===== src/rtl/volatility_buf_sched.sv =====
// Scheduler for the shared single-port volatility sample RAM: places price samples into
// per-stock circular regions and streams round-robin granted regions oldest-first.
module volatility_buf_sched #(
    parameter int unsigned NUM_STOCKS  = 4,
    parameter int unsigned BUFFER_SIZE = 20,
    parameter int unsigned DATA_WIDTH  = 32,
    parameter int unsigned ADDR_WIDTH  = $clog2(NUM_STOCKS * BUFFER_SIZE)
) (
    input  logic                          i_clk,
    input  logic                          i_reset_n,
    input  logic                          i_wr_valid,
    input  logic [$clog2(NUM_STOCKS)-1:0] i_wr_stock_id,
    input  logic [DATA_WIDTH-1:0]         i_wr_data,
    input  logic [NUM_STOCKS-1:0]         i_calc_req,
    output logic [NUM_STOCKS-1:0]         o_calc_ack,
    output logic                          o_mem_we,
    output logic                          o_mem_re,
    output logic [ADDR_WIDTH-1:0]         o_mem_addr,
    output logic [DATA_WIDTH-1:0]         o_mem_wdata,
    input  logic [DATA_WIDTH-1:0]         i_mem_rdata,
    output logic                          o_rd_valid,
    output logic [DATA_WIDTH-1:0]         o_rd_data,
    output logic [$clog2(NUM_STOCKS)-1:0] o_rd_stock_id,
    output logic                          o_rd_last,
    output logic                          o_busy
);

    localparam int unsigned SID_W = $clog2(NUM_STOCKS);
    localparam int unsigned IDX_W = $clog2(BUFFER_SIZE);
    localparam int unsigned CNT_W = $clog2(BUFFER_SIZE + 1);

    typedef enum logic [1:0] {StIdle, StRead, StDrain, StDone} state_t;

    state_t             state_q, state_d;
    logic [IDX_W-1:0]   head_q [NUM_STOCKS];
    logic [CNT_W-1:0]   fill_q [NUM_STOCKS];
    logic [SID_W-1:0]   gnt_q, gnt_d;
    logic [SID_W-1:0]   rr_q, rr_d;
    logic [CNT_W-1:0]   len_q, len_d;
    logic [IDX_W-1:0]   idx_q, idx_d;
    logic               rd_valid_q, rd_last_q;
    logic               wr_fire, rd_fire;
    logic               arb_found;
    logic [SID_W-1:0]   arb_sel, cand;

    function automatic logic [ADDR_WIDTH-1:0] region_base(input logic [SID_W-1:0] sid);
        return ADDR_WIDTH'(32'(sid) * BUFFER_SIZE);
    endfunction

    // Held in reset, the port is silent even if a write strobe is present.
    assign wr_fire = i_wr_valid & i_reset_n;

    // Round-robin: first requester after the last granted stock.
    always_comb begin
        arb_found = 1'b0;
        arb_sel   = '0;
        cand      = '0;
        for (int unsigned k = 1; k <= NUM_STOCKS; k++) begin
            cand = SID_W'((32'(rr_q) + k) % NUM_STOCKS);
            if (!arb_found && i_calc_req[cand]) begin
                arb_found = 1'b1;
                arb_sel   = cand;
            end
        end
    end

    always_comb begin
        state_d = state_q;
        gnt_d   = gnt_q;
        rr_d    = rr_q;
        len_d   = len_q;
        idx_d   = idx_q;
        rd_fire = 1'b0;
        unique case (state_q)
            StIdle: begin
                if (arb_found) begin
                    gnt_d = arb_sel;
                    rr_d  = arb_sel;
                    len_d = fill_q[arb_sel];
                    // A full region has wrapped, so its oldest sample sits at head.
                    idx_d = (fill_q[arb_sel] < CNT_W'(BUFFER_SIZE)) ? '0 : head_q[arb_sel];
                    state_d = (fill_q[arb_sel] != '0) ? StRead : StDone;
                end
            end
            StRead: begin
                if (!wr_fire) begin
                    rd_fire = 1'b1;
                    idx_d   = (idx_q == IDX_W'(BUFFER_SIZE - 1)) ? '0 : idx_q + IDX_W'(1);
                    len_d   = len_q - CNT_W'(1);
                    if (len_q == CNT_W'(1)) begin
                        state_d = StDrain;
                    end
                end
            end
            StDrain: state_d = StDone;
            StDone:  state_d = StIdle;
            default: state_d = StIdle;
        endcase
    end

    always_ff @(posedge i_clk) begin
        if (!i_reset_n) begin
            state_q    <= StIdle;
            gnt_q      <= '0;
            rr_q       <= SID_W'(NUM_STOCKS - 1);
            len_q      <= '0;
            idx_q      <= '0;
            rd_valid_q <= 1'b0;
            rd_last_q  <= 1'b0;
            for (int i = 0; i < NUM_STOCKS; i++) begin
                head_q[i] <= '0;
                fill_q[i] <= '0;
            end
        end else begin
            state_q    <= state_d;
            gnt_q      <= gnt_d;
            rr_q       <= rr_d;
            len_q      <= len_d;
            idx_q      <= idx_d;
            rd_valid_q <= rd_fire;
            rd_last_q  <= rd_fire && (len_q == CNT_W'(1));
            if (wr_fire) begin
                head_q[i_wr_stock_id] <= (head_q[i_wr_stock_id] == IDX_W'(BUFFER_SIZE - 1)) ?
                                         '0 : head_q[i_wr_stock_id] + IDX_W'(1);
                if (fill_q[i_wr_stock_id] != CNT_W'(BUFFER_SIZE)) begin
                    fill_q[i_wr_stock_id] <= fill_q[i_wr_stock_id] + CNT_W'(1);
                end
            end
        end
    end

    always_comb begin
        o_mem_we    = wr_fire;
        o_mem_re    = rd_fire & i_reset_n;
        o_mem_wdata = wr_fire ? i_wr_data : '0;
        o_mem_addr  = '0;
        if (wr_fire) begin
            o_mem_addr = region_base(i_wr_stock_id) + ADDR_WIDTH'(head_q[i_wr_stock_id]);
        end else if (rd_fire && i_reset_n) begin
            o_mem_addr = region_base(gnt_q) + ADDR_WIDTH'(idx_q);
        end
    end

    always_comb begin
        o_calc_ack = '0;
        for (int i = 0; i < NUM_STOCKS; i++) begin
            o_calc_ack[i] = (state_q == StDone) && (gnt_q == SID_W'(i));
        end
    end

    assign o_rd_valid    = rd_valid_q;
    assign o_rd_data     = rd_valid_q ? i_mem_rdata : '0;
    assign o_rd_last     = rd_last_q;
    assign o_rd_stock_id = gnt_q;
    assign o_busy        = (state_q != StIdle);

endmodule


===== config.mk =====
export PLATFORM = sky130hd
export DESIGN_NAME = volatility_buf_sched
export DESIGN_NICKNAME = d
export VERILOG_FILES = /design/src/rtl/volatility_buf_sched.sv
export SDC_FILE = /design/constraint.sdc
export NUM_CORES = 1
export LEC_CHECK = 0
export CAP_MARGIN = 20
export CORE_ASPECT_RATIO = 1.5
export CORE_MARGIN = 4
export CORE_UTILIZATION = 45
export CTS_CLUSTER_SIZE = 30
export DETAILED_ROUTE_END_ITERATION = 8
export HOLD_SLACK_MARGIN = 0.12
export PLACE_DENSITY = 0.89
export REMOVE_ABC_BUFFERS = 1
export SKIP_LAST_GASP = 1
export SYNTH_ARGS = -nofsm -noshare
export SYNTH_HDL_FRONTEND = slang
export SYNTH_SLANG_ARGS = --single-unit
export TNS_END_PERCENT = 5

===== constraint.sdc =====
create_clock -name i_clk -period 3.4 [get_ports i_clk]
set_input_delay 0.68 -clock i_clk [delete_from_list [all_inputs] [get_ports i_clk]]
set_output_delay 0.68 -clock i_clk [all_outputs]
set_load 0.005 [all_outputs]

==> results.txt <==
----------------------------------------------------
[Timing]
  Fin worst setup slack ... -178.9 ps
  Relative slew margins ... 0.5455
  Worst hold slack ... 481.7 ps
  Max Fclk ... 279.4 MHz
  Final-report max-slew violation count ... 0
  Tcrit/Tclk final ... 1.053
  Final setup vio count ... 2
  Setup repair after global routing missed its margin ... yes
  Setup TNS after final layout ... -327.4 ps
  Setup clock skew after layout ... 4.517 ps
  Final critical delay including setup and external delays ... 3579 ps
  Hold Violations, Final ... 0
  Pin slew with the least headroom to its limit ... 680.8 ps

[Finish]
  Most frequent cells in the layout ... sky130_fd_sc_hd__clkdlybuf4s50_1, sky130_fd_sc_hd__nor2_1, sky130_fd_sc_hd__edfxtp_1
  Area grow syn2layout ... 47.17%
  Fill cell instance count of the final layout ... 642
  Commonest non-fill, non-tap cell in the layout ... sky130_fd_sc_hd__clkdlybuf4s50_1
  Net count reported at finish ... 693
  Layout cells sized above 1 ... 0.1071
  Final antenna diode count ... 0
  Final core utilization ... 0.6835
  Final Instance Area ... 0.006106 mm2

[Logic synthesis]
  Xor and xnor area share after synthesis ... 0.02111
  Number of enable-type register cells in the synthesized netlist ... 40
  Multiplexer share of the synthesized area ... 0.1071
  Synth Cell Area ... 0.004149 mm2
  Yosys cell types ... 58
  Post-synthesis compound-gate area fraction ... 0.1300
  Mean Syn Cell Area ... 9.387 um2
  Warnings from Yosys ... 0
  Simple-gate area share of the yosys netlist ... 0.2292
  Async set-reset flop share out of synthesis ... 0
  Combinational family with the most area after synthesis ... simple AND/OR/NAND/NOR gates
  Number of synthesized register bits ... 58
  Portion of the post-synthesis area used by sequential elements ... 0.3764
  Adder and majority cell fraction of the synthesized area ... 0.05790
  Top flip-flop cell by instance count after synthesis ... sky130_fd_sc_hd__edfxtp_1
  Cells after Synth ... 442

[Critical path]
  Critical path data arrival time ... 2900 ps
  Largest fanout on the critical path ... 9
  Endpoint kind of the worst setup timing path ... output pin
  Worst-path cell with the longest stage delay ... sky130_fd_sc_hd__clkdlybuf4s50_1
  CP Cell Sequence ... buf_2, buf_6, mux4_2, ha_1, buf_4, xor2_1, o22ai_1, clkdlybuf4s50_1
  Classification of the worst setup path ... primary input to output pin
  Worst path required time ... 2720 ps
  Slowest stage delay, CP ... 540 ps
  Startpoint kind of the worst setup timing path ... primary input

[Floorplan]
  Horizontal die dimension ... 86.40 um
  Die Footprint ... 0.01085 mm2
  Ports placed on the boundary ... 155
  Starting density of the core ... 0.4644
  Row count ... 42
  Height of the die ... 125.6 um
  Core footprint ... 0.008934 mm2

[Status]
  Outcome ... complete, but fails checks
  Violated checks ... setup timing

[Drt]
  Final routed wire length divided by cell count ... 18.44 um
  Post-route DRC violation count ... 0
  Routed met1 length ... 4486 um
  Total detailed-routing wirelength ... 13220 um
  Remaining number of nets flagged by the antenna check after routing ... 0
  Vias ... 4048
  Iteration count of the initial detailed-routing pass ... 5
  Highest layer used for signal routing ... met4
  Iteration-0 DRC count of the detailed router ... 261
  Met2 WL ... 6947 um
  Metal3 WL ... 1049 um
  Via/cell ratio ... 5.646

[Global routing]
  Initial antenna violation count ... 0
  Via count of the first global-routing pass ... 4052
  Total track usage ... 0.2446
  Wire length of the first global-routing pass ... 20670 um
  Maximum number of pins on one net before global-route repair ... 49
  Aggregate global routing overflow ... 0

[Place]
  Placed cell areas ... 0.005788 mm2
  DP HPWL ... 10070 um
  Final weighted congestion in routability-driven placement ... 0.9331
  Pre-CTS setup slack ... -658.6 ps
  Port-buffer cells ... 154

[Clock tree]
  Number of levels in the clock H-tree ... 3
  # hold bufs at CTS ... 0
  Register clock-pin slew on the reported worst setup and hold paths ... 50 ps
  Number of gates given a new drive strength after cts ... 8
  TritonCTS clock tree ... built
  Number of buffers created by CTS ... 9
  Total number of clock tree sinks ... 58
  Worst-Skew Late Latency ... 330 ps
  Cell at the root of the clock tree ... sky130_fd_sc_hd__clkbuf_16
  Number of buffers on the longest clock path ... 2
  Post-CTS Repair Setup Buffers ... 0

[Power]
  Power density of the placed cells ... 545.6 mW/mm2
  Leakage component of the power ... 2.606 nW
  IR Drop Worst-Case VDD ... 468.1 uV

[Min path]
  Worst hold-check path type ... register to register

[Run]
  Reported max-cap violation count ... 0

----------------------------------------------------
## final timing paths
kind | slack (ps) | start | cells after the start | endpoint
setup / recovery | -180 | i_wr_stock_id[0] | 8 | o_mem_addr[4]
hold / removal | 480 | len_q[4]$_SDFFE_PN0P_ | 2 | len_q[4]$_SDFFE_PN0P_
setup reg to reg | 1060 | rr_q[1]$_SDFFE_PN1P_ | 6 | idx_q[4]$_SDFFE_PN0P_
hold reg to reg | 480 | len_q[4]$_SDFFE_PN0P_ | 2 | len_q[4]$_SDFFE_PN0P_
## metrics by stage
stage | total power, W | std cells
6_report | 0.003331 | 717
5_1_grt | 0.003520 | 717
4_1_cts | 0.003308 | 716
3_5_place_dp | 0.002341 | 700
3_3_place_gp | 0.002280 | 700
2_1_floorplan | 0.001797 | 414
## synth_stat cells, types with 2 or more instances
library cell                instances  share of area
sky130_fd_sc_hd__o21ai_0           24          0.029
sky130_fd_sc_hd__and2b_2            2         0.0042
sky130_fd_sc_hd__inv_1             30          0.027
sky130_fd_sc_hd__a21o_1             4         0.0072
sky130_fd_sc_hd__mux4_2            10          0.054
sky130_fd_sc_hd__a22o_1             6          0.013
sky130_fd_sc_hd__bufbuf_16          2          0.016
sky130_fd_sc_hd__clkbuf_1          17          0.015
sky130_fd_sc_hd__o221a_2            2         0.0054
sky130_fd_sc_hd__fa_1               2         0.0097
sky130_fd_sc_hd__nand3b_1           2         0.0036
sky130_fd_sc_hd__a21oi_2            2         0.0042
sky130_fd_sc_hd__and3_1            35          0.053
sky130_fd_sc_hd__nand2_2            2         0.0030
sky130_fd_sc_hd__mux2_2             3         0.0081
sky130_fd_sc_hd__a22oi_1            2         0.0036
sky130_fd_sc_hd__and2_1            32          0.048
sky130_fd_sc_hd__nor2_1            42          0.038
sky130_fd_sc_hd__nand3_1           10          0.012
sky130_fd_sc_hd__a21oi_1           19          0.023
sky130_fd_sc_hd__buf_2              5         0.0060
sky130_fd_sc_hd__a211oi_1           6          0.011
sky130_fd_sc_hd__a31oi_1            2         0.0030
sky130_fd_sc_hd__xnor2_1            6          0.013
sky130_fd_sc_hd__o22ai_1            4         0.0060
sky130_fd_sc_hd__or3_1              2         0.0030
sky130_fd_sc_hd__nand2b_1           3         0.0045
sky130_fd_sc_hd__ha_1              16          0.048
sky130_fd_sc_hd__a32oi_1            3         0.0063
sky130_fd_sc_hd__buf_6              2         0.0054
sky130_fd_sc_hd__nand2_1           39          0.035
sky130_fd_sc_hd__dfxtp_1           18          0.087
sky130_fd_sc_hd__mux2i_1           17          0.041
sky130_fd_sc_hd__nor3_1             2         0.0024
sky130_fd_sc_hd__xor2_1             4         0.0084
sky130_fd_sc_hd__edfxtp_1          40           0.29
sky130_fd_sc_hd__nor2b_1            4         0.0060
## kinds of logic (layout without fill, tap and decap cells)
logic type | after synthesis | in the layout
fa+ha+maj | 18 | 18
compound gates | 82 | 82
xor+xnor | 10 | 10
flops | 58 | 58
mux | 31 | 31
buf+inv | 60 | 225
simple gates | 183 | 183
## critical path: cells and delay by family
family	cells	cell delay, ps
buffers and inverters	4	1070
multiplexers	1	520
adder cells (fa/ha/maj)	1	350
AO/OA/AOI/OAI	1	140
XOR/XNOR	1	130
## power by group
| group | switching [W] | internal [W] |
|---|---|---|
| Sequential | 0.000131 | 0.000865 |
| Clock | 0.000307 | 0.000635 |
| Combinational | 0.000727 | 0.000667 |
## final cells by class
cell class                      instances  area (um2)  share of cell area
Clock buffer                           10       229.0             0.03750
Clock inverter                          6       81.33             0.01332
Inverter                               32       120.1             0.01967
Multi-Input combinational cell        324        2262              0.3705
Sequential cell                        58        1562              0.2557
Tap cell                              110       137.6             0.02254
Timing Repair Buffer                  177        1714              0.2807
## layer usage
| metal | vias up | GRT usage |
|---|---|---|
| li1 | 1892 | - |
| met1 | 1871 | 0.2486 |
| met2 | 233 | 0.4414 |
| met3 | 52 | 0.04345 |
| met4 | 0 | 0.1624 |
| met5 | - | 0 |
## flip-flops by register name (all words and copies together) (netlist names)
register,cells
o_rd_stock_id,2
len_q,5
o_rd_valid,1
o_rd_last,1
state_q,2
fill_q,20
idx_q,5
rr_q,2
head_q,20
(Power assumes the default switching activity.)
